==> src/rtl/column_write_scheduler_pkg.sv <==
// Shared types and defaults for the column write scheduler.
package column_write_scheduler_pkg;

    localparam int NCOLS_DEF   = 100;
    localparam int DEPTH_DEF   = 4;
    localparam int TIMEOUT_DEF = 255;

    localparam int X_W  = 10;
    localparam int Y_W  = 10;
    localparam int D_W  = 8;
    localparam int PT_W = X_W + Y_W + D_W;

    typedef enum logic [1:0] {
        ST_IDLE    = 2'd0,
        ST_WAIT    = 2'd1,
        ST_RELEASE = 2'd2
    } state_e;

    // One queued point write, stored as {x, y, data}.
    typedef struct packed {
        logic [X_W-1:0] x;
        logic [Y_W-1:0] y;
        logic [D_W-1:0] data;
    } point_t;

endpackage

==> src/rtl/column_write_scheduler_point_fifo.sv <==
// Small synchronous FIFO holding pending point writes; head is visible combinationally.
module point_fifo #(
    parameter int DEPTH = 4,
    parameter int W     = 28
) (
    input  logic         clock,
    input  logic         reset,
    input  logic         push,
    input  logic [W-1:0] push_data,
    input  logic         pop,
    output logic [W-1:0] pop_data,
    output logic         full,
    output logic         empty
);

    localparam int AW = (DEPTH > 1) ? $clog2(DEPTH) : 1;
    localparam logic [AW:0] FULL_CNT = (AW+1)'(DEPTH);

    logic [W-1:0]  mem [DEPTH];
    logic [AW-1:0] wr_ptr, rd_ptr;
    logic [AW:0]   count;

    // DEPTH is a power of two, so the pointers wrap naturally.
    assign pop_data = mem[rd_ptr];
    assign full     = (count == FULL_CNT);
    assign empty    = (count == '0);

    // Storage array: written on push, no reset needed.
    always_ff @(posedge clock) begin
        if (push) mem[wr_ptr] <= push_data;
    end

    // Pointers and occupancy; simultaneous push and pop leaves count unchanged.
    always_ff @(posedge clock or negedge reset) begin
        if (!reset) begin
            wr_ptr <= '0;
            rd_ptr <= '0;
            count  <= '0;
        end else begin
            if (push) wr_ptr <= wr_ptr + 1'b1;
            if (pop)  rd_ptr <= rd_ptr + 1'b1;
            case ({push, pop})
                2'b10:   count <= count + 1'b1;
                2'b01:   count <= count - 1'b1;
                default: count <= count;
            endcase
        end
    end

endmodule

==> src/rtl/column_write_scheduler.sv <==
// Serialises queued point writes onto one-hot column strobes, waiting for each column's ack.
module column_write_scheduler
    import column_write_scheduler_pkg::*;
#(
    parameter int NCOLS   = NCOLS_DEF,
    parameter int DEPTH   = DEPTH_DEF,
    parameter int TIMEOUT = TIMEOUT_DEF
) (
    input  logic             clock,
    input  logic             reset,
    input  logic             req_valid,
    output logic             req_ready,
    input  logic [X_W-1:0]   req_x,
    input  logic [Y_W-1:0]   req_y,
    input  logic [D_W-1:0]   req_data,
    output logic [NCOLS-1:0] col_select,
    output logic [Y_W-1:0]   row_select,
    output logic [D_W-1:0]   col_data,
    input  logic [NCOLS-1:0] return_sig,
    output logic             busy,
    output logic             err_range,
    output logic             err_timeout,
    output logic [15:0]      done_count
);

    localparam int TW = (TIMEOUT > 0) ? $clog2(TIMEOUT + 1) : 1;
    localparam logic [TW-1:0] TMAX = TW'(TIMEOUT);

    state_e           state_q, state_d;
    logic [NCOLS-1:0] cs_q, cs_d;
    logic [Y_W-1:0]   row_q, row_d;
    logic [D_W-1:0]   data_q, data_d;
    logic [TW-1:0]    tmr_q, tmr_d;
    logic [15:0]      done_cnt_q, done_cnt_d;
    logic             erng_q, erng_d, eto_q, eto_d;
    logic             rdy_en_q;

    point_t req_pt, head;
    logic   push, pop, full, empty, in_range, ack;

    assign req_pt    = '{x: req_x, y: req_y, data: req_data};
    // rdy_en_q keeps req_ready low through reset and for the edge that releases it.
    assign req_ready = rdy_en_q & ~full;
    assign push      = req_valid & req_ready;
    assign in_range  = ({22'd0, head.x} < 32'(NCOLS));
    // The strobe register already holds one-hot(latched x), so masking with it
    // both selects the right acknowledge and ignores every other column.
    assign ack       = |(return_sig & cs_q);

    point_fifo #(.DEPTH(DEPTH), .W(PT_W)) u_fifo (
        .clock     (clock),
        .reset     (reset),
        .push      (push),
        .push_data (req_pt),
        .pop       (pop),
        .pop_data  (head),
        .full      (full),
        .empty     (empty)
    );

    assign col_select  = cs_q;
    assign row_select  = row_q;
    assign col_data    = data_q;
    assign busy        = ~empty | (state_q != ST_IDLE);
    assign err_range   = erng_q;
    assign err_timeout = eto_q;
    assign done_count  = done_cnt_q;

    // Next-state and datapath updates: issue from IDLE, ack/timeout in WAIT, one-cycle RELEASE gap.
    always_comb begin
        state_d    = state_q;
        cs_d       = cs_q;
        row_d      = row_q;
        data_d     = data_q;
        tmr_d      = tmr_q;
        done_cnt_d = done_cnt_q;
        erng_d     = erng_q;
        eto_d      = eto_q;
        pop        = 1'b0;
        case (state_q)
            ST_IDLE: begin
                if (!empty) begin
                    pop = 1'b1;
                    if (in_range) begin
                        cs_d    = NCOLS'(1) << head.x;
                        row_d   = head.y;
                        data_d  = head.data;
                        tmr_d   = '0;
                        state_d = ST_WAIT;
                    end else begin
                        erng_d = 1'b1;
                    end
                end
            end
            ST_WAIT: begin
                if (ack) begin
                    cs_d       = '0;
                    done_cnt_d = done_cnt_q + 16'd1;
                    state_d    = ST_RELEASE;
                end else if (tmr_q == TMAX) begin
                    cs_d    = '0;
                    eto_d   = 1'b1;
                    state_d = ST_RELEASE;
                end else begin
                    tmr_d = tmr_q + 1'b1;
                end
            end
            ST_RELEASE: state_d = ST_IDLE;
            default:    state_d = ST_IDLE;
        endcase
    end

    // State and datapath registers; reset drops everything in flight immediately.
    always_ff @(posedge clock or negedge reset) begin
        if (!reset) begin
            state_q    <= ST_IDLE;
            cs_q       <= '0;
            row_q      <= '0;
            data_q     <= '0;
            tmr_q      <= '0;
            done_cnt_q <= '0;
            erng_q     <= 1'b0;
            eto_q      <= 1'b0;
            rdy_en_q   <= 1'b0;
        end else begin
            state_q    <= state_d;
            cs_q       <= cs_d;
            row_q      <= row_d;
            data_q     <= data_d;
            tmr_q      <= tmr_d;
            done_cnt_q <= done_cnt_d;
            erng_q     <= erng_d;
            eto_q      <= eto_d;
            rdy_en_q   <= 1'b1;
        end
    end

endmodule

==> config.mk <==
export PLATFORM = sky130hd
export DESIGN_NAME = column_write_scheduler
export DESIGN_NICKNAME = d
export VERILOG_FILES = /design/src/rtl/column_write_scheduler_pkg.sv /design/src/rtl/column_write_scheduler_point_fifo.sv /design/src/rtl/column_write_scheduler.sv
export SDC_FILE = /design/constraint.sdc
export NUM_CORES = 1
export LEC_CHECK = 0
export CAP_MARGIN = 0
export CORE_ASPECT_RATIO = 0.75
export CORE_MARGIN = 2
export CORE_UTILIZATION = 30
export CTS_BUF_LIST = sky130_fd_sc_hd__clkbuf_4
export DETAILED_ROUTE_END_ITERATION = 10
export GPL_ROUTABILITY_DRIVEN = 1
export GPL_TIMING_DRIVEN = 1
export PLACE_DENSITY_LB_ADDON = 0.12
export SYNTH_ARGS = -nofsm -noshare
export SYNTH_HDL_FRONTEND = slang
export SYNTH_HIERARCHICAL = 1
export SYNTH_SLANG_ARGS = --single-unit
==> constraint.sdc <==
create_clock -name clock -period 5.6 [get_ports clock]
set_clock_uncertainty 0.1 [all_clocks]
set_input_delay 0.84 -clock clock [delete_from_list [all_inputs] [get_ports clock]]
set_output_delay 0.84 -clock clock [all_outputs]
set_load 0.05 [all_outputs]
-- After elaboration in Yosys (flattened, before gate mapping)
Memory sizes are Yosys's and may differ from the RTL's.
Index checks and enable logic that the tools add are counted.
- register bits after elaboration: 154
- memory bits (writable): 112
- bits of input ports: 131
- output and inout bits: 138
- word-level logic and storage cells: 72
- memories: 1
- memory list (memory ; depth ; bits a word ; rd ports ; clocked after memory_dff ; write ports ; line ; source):
    u_fifo.mem ; 4 ; 28 ; 1 ; 0 ; 1 ; column_write_scheduler_point_fifo.sv:19 ; logic [W-1:0] mem [DEPTH];
- $add $sub $neg: 6
- $lt $le $gt $ge: 1
- eq/ne operators: 10
- shift operators: 1
- muxes and demuxes: 20
- bitwise gates (word level): 8
- reductions and logical operators: 13
- operator list (operator ; count):
    $mux W100 ; 4
    $pmux W100 S2 ; 1
    $and A100 B100 Y100 ; 1
    $reduce_or A100 Y1 ; 1
    $shl A1 B10 Y100 const A ; 1
    $mux W8 ; 4
    $add A16 B1 Y16 const B ; 1
    $pmux W8 S2 ; 1
    $reduce_and A3 Y1 ; 4
    $lt A10 B7 Y1 const B ; 1
    $add A8 B1 Y8 const B ; 1
    $eq A8 B8 Y1 const B ; 1
    $mux W2 ; 4
    $ne A2 B2 Y1 const B ; 4
    $pmux W3 S2 ; 1
    $reduce_bool A2 Y1 ; 3
    $reduce_and A5 Y1 ; 1
    $add A2 B1 Y2 const B ; 2
    $eq A2 B1 Y1 const B ; 2
    $mux W1 ; 4
    $not A1 Y1 ; 4
    $pmux W2 S2 ; 1
    $reduce_and A4 Y1 ; 1
    $add A3 B1 Y3 const B ; 1
    9 further kinds ; 10

-- Depth between registers and ports, before layout
Gate-level depths: netlist (run 1).
- word-level depth: 6
- mapped depth: 11
- depth with buffers taken out: 11

-- Cells and area by module
The synthesis (run 1) kept the hierarchy.
- by module, submodules not included (module ; instances ; cells an instance ; area each (µm²) ; sequential area each (µm²)):
    column_write_scheduler ; 1 ; 650 ; 7353.3 ; 3678.5
    point_fifo ; 1 ; 183 ; 4439.3 ; 3538.4

-- Worst setup path before layout (run 1)
No wires, ideal clock.
- path type: in2reg
- from: input return_sig[43]
- to: register cs_q[0], in the netlist col_select[0]
- arrival time: 2.836 ns
- data required time: 5.375 ns
- setup slack: 2.539 ns
- stages on the path: 9
- cells stage by stage: a22o_1 > a221oi_1 > nand4_1 > or4_1 > buf_2 > nor3_2 > a21oi_2 > buf_6 > mux2_4
- word-level cells in the longest chain between the ends: 4
- ends and longest elaborated chain (item ; line ; source):
    start, declared ; column_write_scheduler.sv:19 ; input logic [NCOLS-1:0] return_sig,
    $and A100 B100 Y100 * ; column_write_scheduler.sv:48 ; assign ack = |(return_sig & cs_q);
    $reduce_or A100 Y1 * ; column_write_scheduler.sv:48 ;
    $ne A3 B3 Y1 (no source line) / $mux W100 (equally long branches) ; - ;
    $reduce_and A4 Y1 (no source line) / $pmux W100 S2 (equally long branches) ; - ;
    end signal, assigned ; column_write_scheduler.sv:127 ; cs_q <= cs_d;
    end, declared ; column_write_scheduler.sv:30 ; logic [NCOLS-1:0] cs_q, cs_d;
Mark *: on every way between the ends. The rest lies on a longest branch, timed or not.
A chain may end at the register's enable or synchronous reset.

==> results of run 1 <==
-- power by group --
part	total, uW	internal (uW)	switching [uW]
clock network	1840	1050	797
registers	2410	2250	161
logic	1840	713	1130
-- final timing paths --
path,slack [ns],startpoint,to
worst max register to register,1.16,u_fifo/rd_ptr[0],col_select[64]
worst min-delay path,0.05,reset,col_select[46]
worst max-delay path,1.16,u_fifo/rd_ptr[0],col_select[64]
max in group asynchronous,4.31,reset,col_select[96]
worst min register to register,0.36,err_range,err_range
min in group clock,0.36,err_range,err_range
-- cell families after synthesis --
kind of cell    count (synthesis)
xor+xnor                       23
other cells                     1
mux                           130
simple gates                  292
fa+ha+maj                       8
compound gates                 68
flops                         266
buf+inv                        45
-- layout make-up --
type	count	area [um2]	area share, %
Multi-Input combinational cell	522	4310	27.0
Clock buffer	113	848	5.31
Tap cell	512	641	4.01
Clock inverter	11	120	0.752
Sequential cell	266	7220	45.2
Inverter	14	52.6	0.329
Antenna cell	2	5.00	0.0313
Timing Repair Buffer	278	2780	17.4
-- worst max-delay path: stages, from the launching register on --
cell and delay [ns]:
dfrtp_2 0.74, buf_4 0.41, mux4_2 0.63, nor3_1 0.21, o211ai_1 0.42, buf_4 0.40, nand3_1 0.12, nor3_2 0.06
a21oi_4 0.14, buf_12 0.58, mux2_4 0.35
-- state kept, by name, summed over array words and instances (netlist names) --
name,cells
u_fifo/rd_ptr,2
col_data,8
u_fifo/wr_ptr,2
row_select,10
tmr_q,8
col_select,100
state_q,2
rdy_en_q,1
err_range,1
u_fifo/count,3
done_count,16
err_timeout,1
u_fifo/mem,112
-- per-layer routing --
metal | track usage, % | wire [um] | up-vias
met4 | 4.70 | 608 | 0
met3 | 5.37 | 2150 | 44
met5 | 0 | 0 | -
met2 | 26.6 | 16200 | 209
met1 | 24.9 | 16900 | 4027
li1 | - | - | 3731
-- synthesized netlist by cell type (5+ instances only) --
cell,instances
xor2_1,19
mux2_4,100
clkbuf_1,13
nand4_1,9
ha_1,7
inv_1,14
a22o_1,18
a221oi_1,16
nor4_1,7
dfrtp_1,154
a22oi_1,18
nand3_1,19
nor3_1,15
mux4_2,28
buf_6,13
and2_1,7
nor2_1,113
o21ai_0,5
edfxtp_1,112
nand2_1,92
nor2b_1,6
-- through the flow --
step | power (uW) | setup WS [ns]
finish | 6090 | 1.16
global route | 6450 | 0.888
CTS | 6180 | 1.09
detailed placement | 4300 | 1.13
global placement | 4290 | 1.16
floorplan | 3720 | 2.54
==> metrics.yaml, run 1 <==
layout.nets: 1293
finalInstanceArea_mm2: 0.0160
synth-edff-count: 112
via_per_inst: 4.66
cp-start-kind: "flip-flop"
max-vdd-ir-drop_uv: 229
cts_buffer_depth: 3
grt_start_max_net_pins: 101
drv_cap: 0
postSynthAreaPerCell_um2: 14.2
cts_buffers: 72
grtUsageTotal_pct: 17.7
syn2layout_area_growth_pct: 35.5
port_buffers: 268
start_util_pct: 30.6
clock_sinks: 266
drcViolationCount: 0
via_count: 8011
dpl-instance-area_mm2: 0.0150
synth_cell_types: 46
finalSetupTns_ns: 0
synth-simple-area-share_pct: 11.0
cp_max_fo: 100
postSynthCellCount: 833
drv_slew: 0
synthTopCellsByArea: "dfrtp_1 (33%), edfxtp_1 (29%), mux2_4 (13%), mux4_2 (5.3%), nor2_1 (3.6%)"
fillers: 3712
fin_util_pct: 41.4
muxShareOfSynthArea_pct: 18.3
overflow: 0
tightest_slew_ns: 0.968
criticalPathCategory: "flip-flop to flip-flop"
fmax_ghz: 0.225
mostFrequentLayoutCell: "clkdlybuf4s50_1"
clock-root-buffer: "clkbuf_4"
hold_buffers: 0
final_cell_mix: "clkdlybuf4s50_1 (267), dfrtp_1 (153), nor2_1 (113), clkbuf_4 (113), edfxtp_1 (112)"
fp-row-count: 62
clkTransAtPathRegs_ns: 0.07
antenna_found_initial: 2
ys_seq_area_share_pct: 61.2
die_h_um: 176
postCtsResizedCells: 0
ios: 269
rsz0062_at_grt: "no"
gp_congestion: 0.765
synth_largest_area_cell: "dfrtp_1"
synth_fa_ha_area_share_pct: 0.912
syn_area_mm2: 0.0118
synth-seq-cells: 266
drt_iter0_markers: 534
power_density_mw_per_mm2: 381
wirelength_um: 35800
endpoint_kind: "flip-flop"
hold_violations: 0
ant_nets: 0
dp_cells: 1592
die_w_um: 233
post_cts_buffers: 0
drt_first_pass_iters: 4
stdcell_count: 1718
hpwlAfterDp_um: 25000
synth_compound_area_share_pct: 4.53
min_path_type: "input pin to asynchronous set/reset pin"
hold_slack_ns: 0.0500
synth_fp_nets: 972
grt_pass1_vias: 8435
synth_top_family_by_area: "multiplexers"
period_minus_slack_ns: 4.44
synthArstFlopShare_pct: 57.9
synth_flop_cell: "dfrtp_1"
die-area_mm2: 0.0409
slew-limit-headroom_pct: 35.4
status: "finished, final reports clean"
post-route-period-util_pct: 79.3
route.detailed.wl_per_inst_um: 20.9
cts_tree: "yes"
grt_pass1_wl_um: 53700
finalSetupViolCount: 0
h-tree-depth: 3
arrival_ns: 4.89
layout-drive-gt1-share_pct: 21.8
required_ns: 6.05
design.core.area_mm2: 0.0386
clk_latency_ns: 0.70
reg2regPathDepth: 10
leakage_uw: 0.00641
yosysWarningCount: 6
synth_xor_area_share_pct: 1.71
synth_top_area_share_pct: 32.7
(Power assumes the default switching activity.)
==> run 2, diff against run 1 <==
- clock period: 5.6 -> 3.66 ns (I/O delays scaled with it)
==> run 2 against run 1 <==
Critical path depth decreased by 3. Register-to-register slack got worse by 0.84 ns. Sequential cell count unchanged. Worst hold slack improved by 0.27 ns. Clock power increased by 55%. Final cell count increased by 2.4%. Wire length decreased by 0.44%. Global-route usage decreased by 0.082 points. First-iteration DRC count decreased by 22%. Sequential power increased by 51%. Critical path type unchanged. Largest cell class unchanged.
==> metrics.yaml, run 2 (synthesized netlist as in run 1, its figures left out) <==
status: "finished, final reports clean"
max_stage_delay_ns: 0.73  # about the same
grtUsageTotal_pct: 17.7  # -0.082 points
endpoint_kind: "flip-flop"
cts_tree: "yes"
port_buffers: 268  # unchanged
clkTransAtPathRegs_ns: 0.06  # about the same
hpwlAfterDp_um: 25700  # +2.7%
rsz0062_at_grt: "no"
cts_buffer_depth: 3  # unchanged
die_h_um: 176  # unchanged
top_register: "u_fifo/mem"
ant_nets: 0  # unchanged
place_ws_ns: -0.144  # -1.27 ns
clk_latency_ns: 0.70  # about the same
worstPathCellList: "mux4_2, nor3_1, o211ai_1, buf_4, a21oi_4, buf_12, mux2_4"
grt_start_max_net_pins: 75  # -26%
gp_congestion: 0.744  # -2.8%
power_density_mw_per_mm2: 584  # +53%
via_count: 8144  # +1.7%
dp_cells: 1622  # +1.9%
tightest_slew_ns: 0.903  # -0.0645 ns
required_ns: 4.14  # -1.91 ns
drt_iter0_markers: 419  # -22%
fmax_ghz: 0.299  # +33%
slowest_stage: "mux4_2"
syn2layout_area_growth_pct: 38.1
dpl-instance-area_mm2: 0.0153  # +1.8%
largest_reg_flops: 112  # unchanged
cp-start-kind: "flip-flop"
wirelength_um: 35700  # -0.44%
design.core.area_mm2: 0.0386  # unchanged
postCtsResizedCells: 0  # unchanged
criticalPathCategory: "flip-flop to flip-flop"
h-tree-depth: 3  # unchanged
leakage_uw: 0.00660  # +3.0%
start_util_pct: 30.6  # unchanged
die-area_mm2: 0.0409  # unchanged
ios: 269  # unchanged
cp_max_fo: 40  # -60%
grt_pass1_vias: 8590  # +1.8%
hold_violations: 0  # unchanged
min_path_type: "input pin to asynchronous set/reset pin"
finalSetupViolCount: 0  # unchanged
overflow: 0  # unchanged
grt_pass1_wl_um: 53500  # -0.46%
antenna_found_initial: 3  # +1
clock-root-buffer: "clkbuf_4"
arrival_ns: 3.82  # -1.07 ns
period_minus_slack_ns: 3.34  # -1.10 ns
slew-limit-headroom_pct: 39.6  # +4.2 points
hold_buffers: 1  # +1
max-vdd-ir-drop_uv: 262  # +14%
finalSetupTns_ns: 0  # unchanged
stdcell_count: 1760  # +2.4%
layout-drive-gt1-share_pct: 24.3  # +2.5 points
drt_first_pass_iters: 5  # +1
route.detailed.wl_per_inst_um: 20.3  # -2.8%
via_per_inst: 4.63  # -0.77%
die_w_um: 233  # unchanged
cts_buffers: 74  # +2.8%
final_cell_mix: "clkdlybuf4s50_1 (267), dfrtp_1 (153), clkbuf_4 (118)"
clock_sinks: 266  # unchanged
post-route-period-util_pct: 91.3  # +12 points
drv_slew: 0  # unchanged
fp-row-count: 62  # unchanged
post_cts_buffers: 0  # unchanged
fin_ws_ns: 0.317  # -0.844 ns
mostFrequentLayoutCell: "clkdlybuf4s50_1"
finalInstanceArea_mm2: 0.0163  # +2.0%
drcViolationCount: 0  # unchanged
drv_cap: 0  # unchanged
layout.nets: 1326  # +2.6%
-- run 2: final timing paths --
path	start	to	slack, ns	cells after the start
min	reset	col_select[49]	0.32	2
min reg2reg	done_count[15]	done_count[15]	0.37	1
max reg2reg	u_fifo/rd_ptr[0]	col_select[2]	0.32	7
max in group asynchronous	reset	col_select[85]	2.30	3
max	u_fifo/rd_ptr[0]	col_select[2]	0.32	7
min in group clock	done_count[15]	done_count[15]	0.37	1
-- run 2: layout make-up --
type / count / area, um2
timing repair buffer: 309 / 3060
antenna: 2 / 5.00
inverter: 14 / 52.6
sequential: 266 / 7220
tap: 512 / 641
clock buffer: 118 / 886
clock inverter: 17 / 123
fill: 3629 / 22300
multi-input combinational: 522 / 4310
-- run 2: through the flow --
step | power, uW | hold slack [ns] | utilization [%]
after floorplan | 5700 | 0.153 | -
after global placement | 6740 | 0.358 | 39.6
after detailed placement | 6750 | 0.354 | 39.6
after CTS | 9670 | 0.290 | 42.2
after global routing | 10100 | 0.320 | 42.2
final | 9520 | 0.323 | 42.3
-- run 2: where the power goes --
group	leakage (uW)	internal (uW)	switching, uW
clock	0.000606	1600	1260
combinational	0.00288	1230	1770
sequential	0.00311	3440	215
total	0.00660	6270	3240
-- run 2: critical path: cells and delay by family (launching register included) --
kind | cells | cell delay (ns)
DFF | 1 | 0.70
and+or+nand+nor | 1 | 0.29
AOI/OAI and AO/OA | 2 | 0.48
muxes | 2 | 1.06
buffers and inverters | 2 | 0.55
-- run 2: metal layers --
metal	wire [um]	vias to the layer above	share of wire [%]	track usage, %
li1	-	3806	-	-
met1	17000	4064	48	25.1
met2	16100	229	45	26.4
met3	2090	45	5.8	4.63
met4	520	0	1.5	5.28
met5	0	-	0	0
==> run 3, diff against run 2 <==
- REMOVE_ABC_BUFFERS: not set -> 1
==> run 3 against run 2 <==
Global-route usage shrank 0.18 points. Sequential share of layout area grew 0.28 points. Combinational power is essentially flat. Via count is essentially flat. Core utilization shrank 0.25 points. Non-clock buffer count shrank 4. Clock power shrank 3%. First-iteration DRC count grew 2.9%. Largest power group unchanged.
==> metrics.yaml, run 3 (synthesized netlist as in run 1, its figures left out) <==
gp_congestion: 0.767  # +3.1%
grt.busiest_layer: "met2"
grt_pass1_vias: 8386  # -2.4%
cts_tree: "yes"
mostFrequentLayoutCell: "clkdlybuf4s50_1"
antenna_found_initial: 3  # unchanged
fp-row-count: 62  # unchanged
seq_area_mm2: 0.00722  # about the same
grt_use_met1_pct: 24.5  # -0.64 points
via_count: 8148  # +0.049%
met2_usage_pct: 26.6  # +0.20 points
port_buffers: 268  # unchanged
dp_cells: 1618  # -0.25%
largest_reg_flops: 112  # unchanged
via_per_inst: 4.65  # +0.56%
fin_util_pct: 42.0  # -0.25 points
post_cts_buffers: 0  # unchanged
endpoint_kind: "flip-flop"
max_stage_delay_ns: 0.71  # -0.02 ns
ios: 269  # unchanged
clock-root-buffer: "clkbuf_4"
layout.nets: 1323  # -0.23%
die-area_mm2: 0.0409  # unchanged
cp_max_fo: 33  # -18%
cp_top_family: "multiplexers"
multi_input_area_mm2: 0.00431  # unchanged
period_minus_slack_ns: 3.38  # +0.0385 ns
drv_cap: 0  # unchanged
clk_latency_ns: 0.70  # about the same
clkTransAtPathRegs_ns: 0.06  # about the same
layout-drive-gt1-share_pct: 23.5  # -0.77 points
cts_buffers: 75  # +1.4%
drv_slew: 0  # unchanged
required_ns: 4.10  # -0.04 ns
h-tree-depth: 3  # unchanged
cts_buffer_depth: 3  # unchanged
rsz0062_at_grt: "no"
clock_sinks: 266  # unchanged
design.core.area_mm2: 0.0386  # unchanged
route.detailed.wl_per_inst_um: 20.5  # +1.3%
power_density_mw_per_mm2: 580  # -0.70%
overflow: 0  # unchanged
die_h_um: 176  # unchanged
top_register: "u_fifo/mem"
criticalPathCategory: "flip-flop to flip-flop"
drt_iter0_markers: 431  # +2.9%
worstPathCellList: "mux4_2, nor3_1, o211ai_1, buf_4, a21oi_4, buf_12, mux2_4"
slowest_stage: "mux4_2"
fmax_ghz: 0.296  # -1.1%
grtUsageTotal_pct: 17.5  # -0.18 points
arrival_ns: 3.82  # about the same
tightest_slew_ns: 0.707  # -0.196 ns
fillers: 3659  # +0.83%
cp-start-kind: "flip-flop"
max-vdd-ir-drop_uv: 253  # -3.2%
drcViolationCount: 0  # unchanged
syn2layout_area_growth_pct: 37.3
hold_violations: 0  # unchanged
ant_nets: 0  # unchanged
status: "finished, final reports clean"
stdcell_count: 1751  # -0.51%
die_w_um: 233  # unchanged
post-route-period-util_pct: 92.4  # +1.1 points
drt_first_pass_iters: 7  # +2
grt_use_met3_pct: 4.79  # +0.16 points
critPathBufInv: 2  # unchanged
finalSetupViolCount: 0  # unchanged
leakage_uw: 0.00654  # -0.90%
grt_pass1_wl_um: 52900  # -1.1%
hpwlAfterDp_um: 25700  # about the same
grt_start_max_net_pins: 64  # -15%
slew-limit-headroom_pct: 52.5  # +13 points
min_path_type: "input pin to asynchronous set/reset pin"
start_util_pct: 30.6  # unchanged
final_cell_mix: "clkdlybuf4s50_1 (267), dfrtp_1 (153), nor2_1 (113)"
wirelength_um: 36000  # +0.74%
run 3: cell types whose count changed in the layout (fill, tap and decap cells not counted):
cell,previous run,this run
diode_2,2,3
buf_12,5,3
dfrtp_4,0,1
clkinv_1,9,11
dfrtp_2,1,0
buf_4,35,33
clkbuf_4,118,112
inv_2,3,1
run 3: cell type report:
type | count | area share, %
Antenna cell | 3 | 0.0464
Timing Repair Buffer | 305 | 18.5
Inverter | 14 | 0.324
Clock inverter | 17 | 0.757
Sequential cell | 266 | 44.6
Tap cell | 512 | 3.96
Clock buffer | 112 | 5.19
Multi-Input combinational cell | 522 | 26.6
run 3: what timing repair did:
| item | CTS | global route |
|---|---|---|
| hold buffers | 1 | 0 |
| endpoints found under the hold margin | 60 | 0 |
| setup endpoints to repair | 0 | 18 |
| resized for setup | 0 | 1 |
run 3: layer usage:
metal  wire length, um  share of wire [%]
met1             16900                 47
met2             16500                 46
met3              2190                6.1
met4               449                1.2
met5                 0                  0
run 3: power by group:
part | leakage [uW] | total [uW] | internal (uW) | switching [uW]
Sequential | 0.00311 | 3640 | 3440 | 201
Combinational | 0.00286 | 2990 | 1200 | 1790
Clock | 0.000573 | 2770 | 1530 | 1230
Total | 0.00654 | 9400 | 6170 | 3220
run 3: worst paths after layout:
kind                             startpoint        endpoint  slack, ns  cells after the start
max                        u_fifo/rd_ptr[0]  col_select[74]       0.28                      7
min in group clock                err_range       err_range       0.36                      1
min                                   reset   row_select[1]       0.36                      2
max reg2reg                u_fifo/rd_ptr[0]  col_select[74]       0.28                      7
max in group asynchronous             reset  col_select[61]       2.13                      3
min reg2reg                       err_range       err_range       0.36                      1
run 3: through the flow:
stage | hold WS [ns] | instance area (um2) | power (uW) | setup WS (ns) | setup TNS (ns)
floorplan | 0.153 | 11600 | 5680 | -4.71 | -475.30
CTS | 0.326 | 16200 | 9540 | 0.139 | 0
finish | 0.359 | 16200 | 9400 | 0.278 | 0
global placement | 0.339 | 15200 | 6700 | -0.0542 | -4.95
global route | 0.364 | 16200 | 9950 | 0.104 | 0
detailed placement | 0.351 | 15200 | 6720 | -0.109 | -6.33
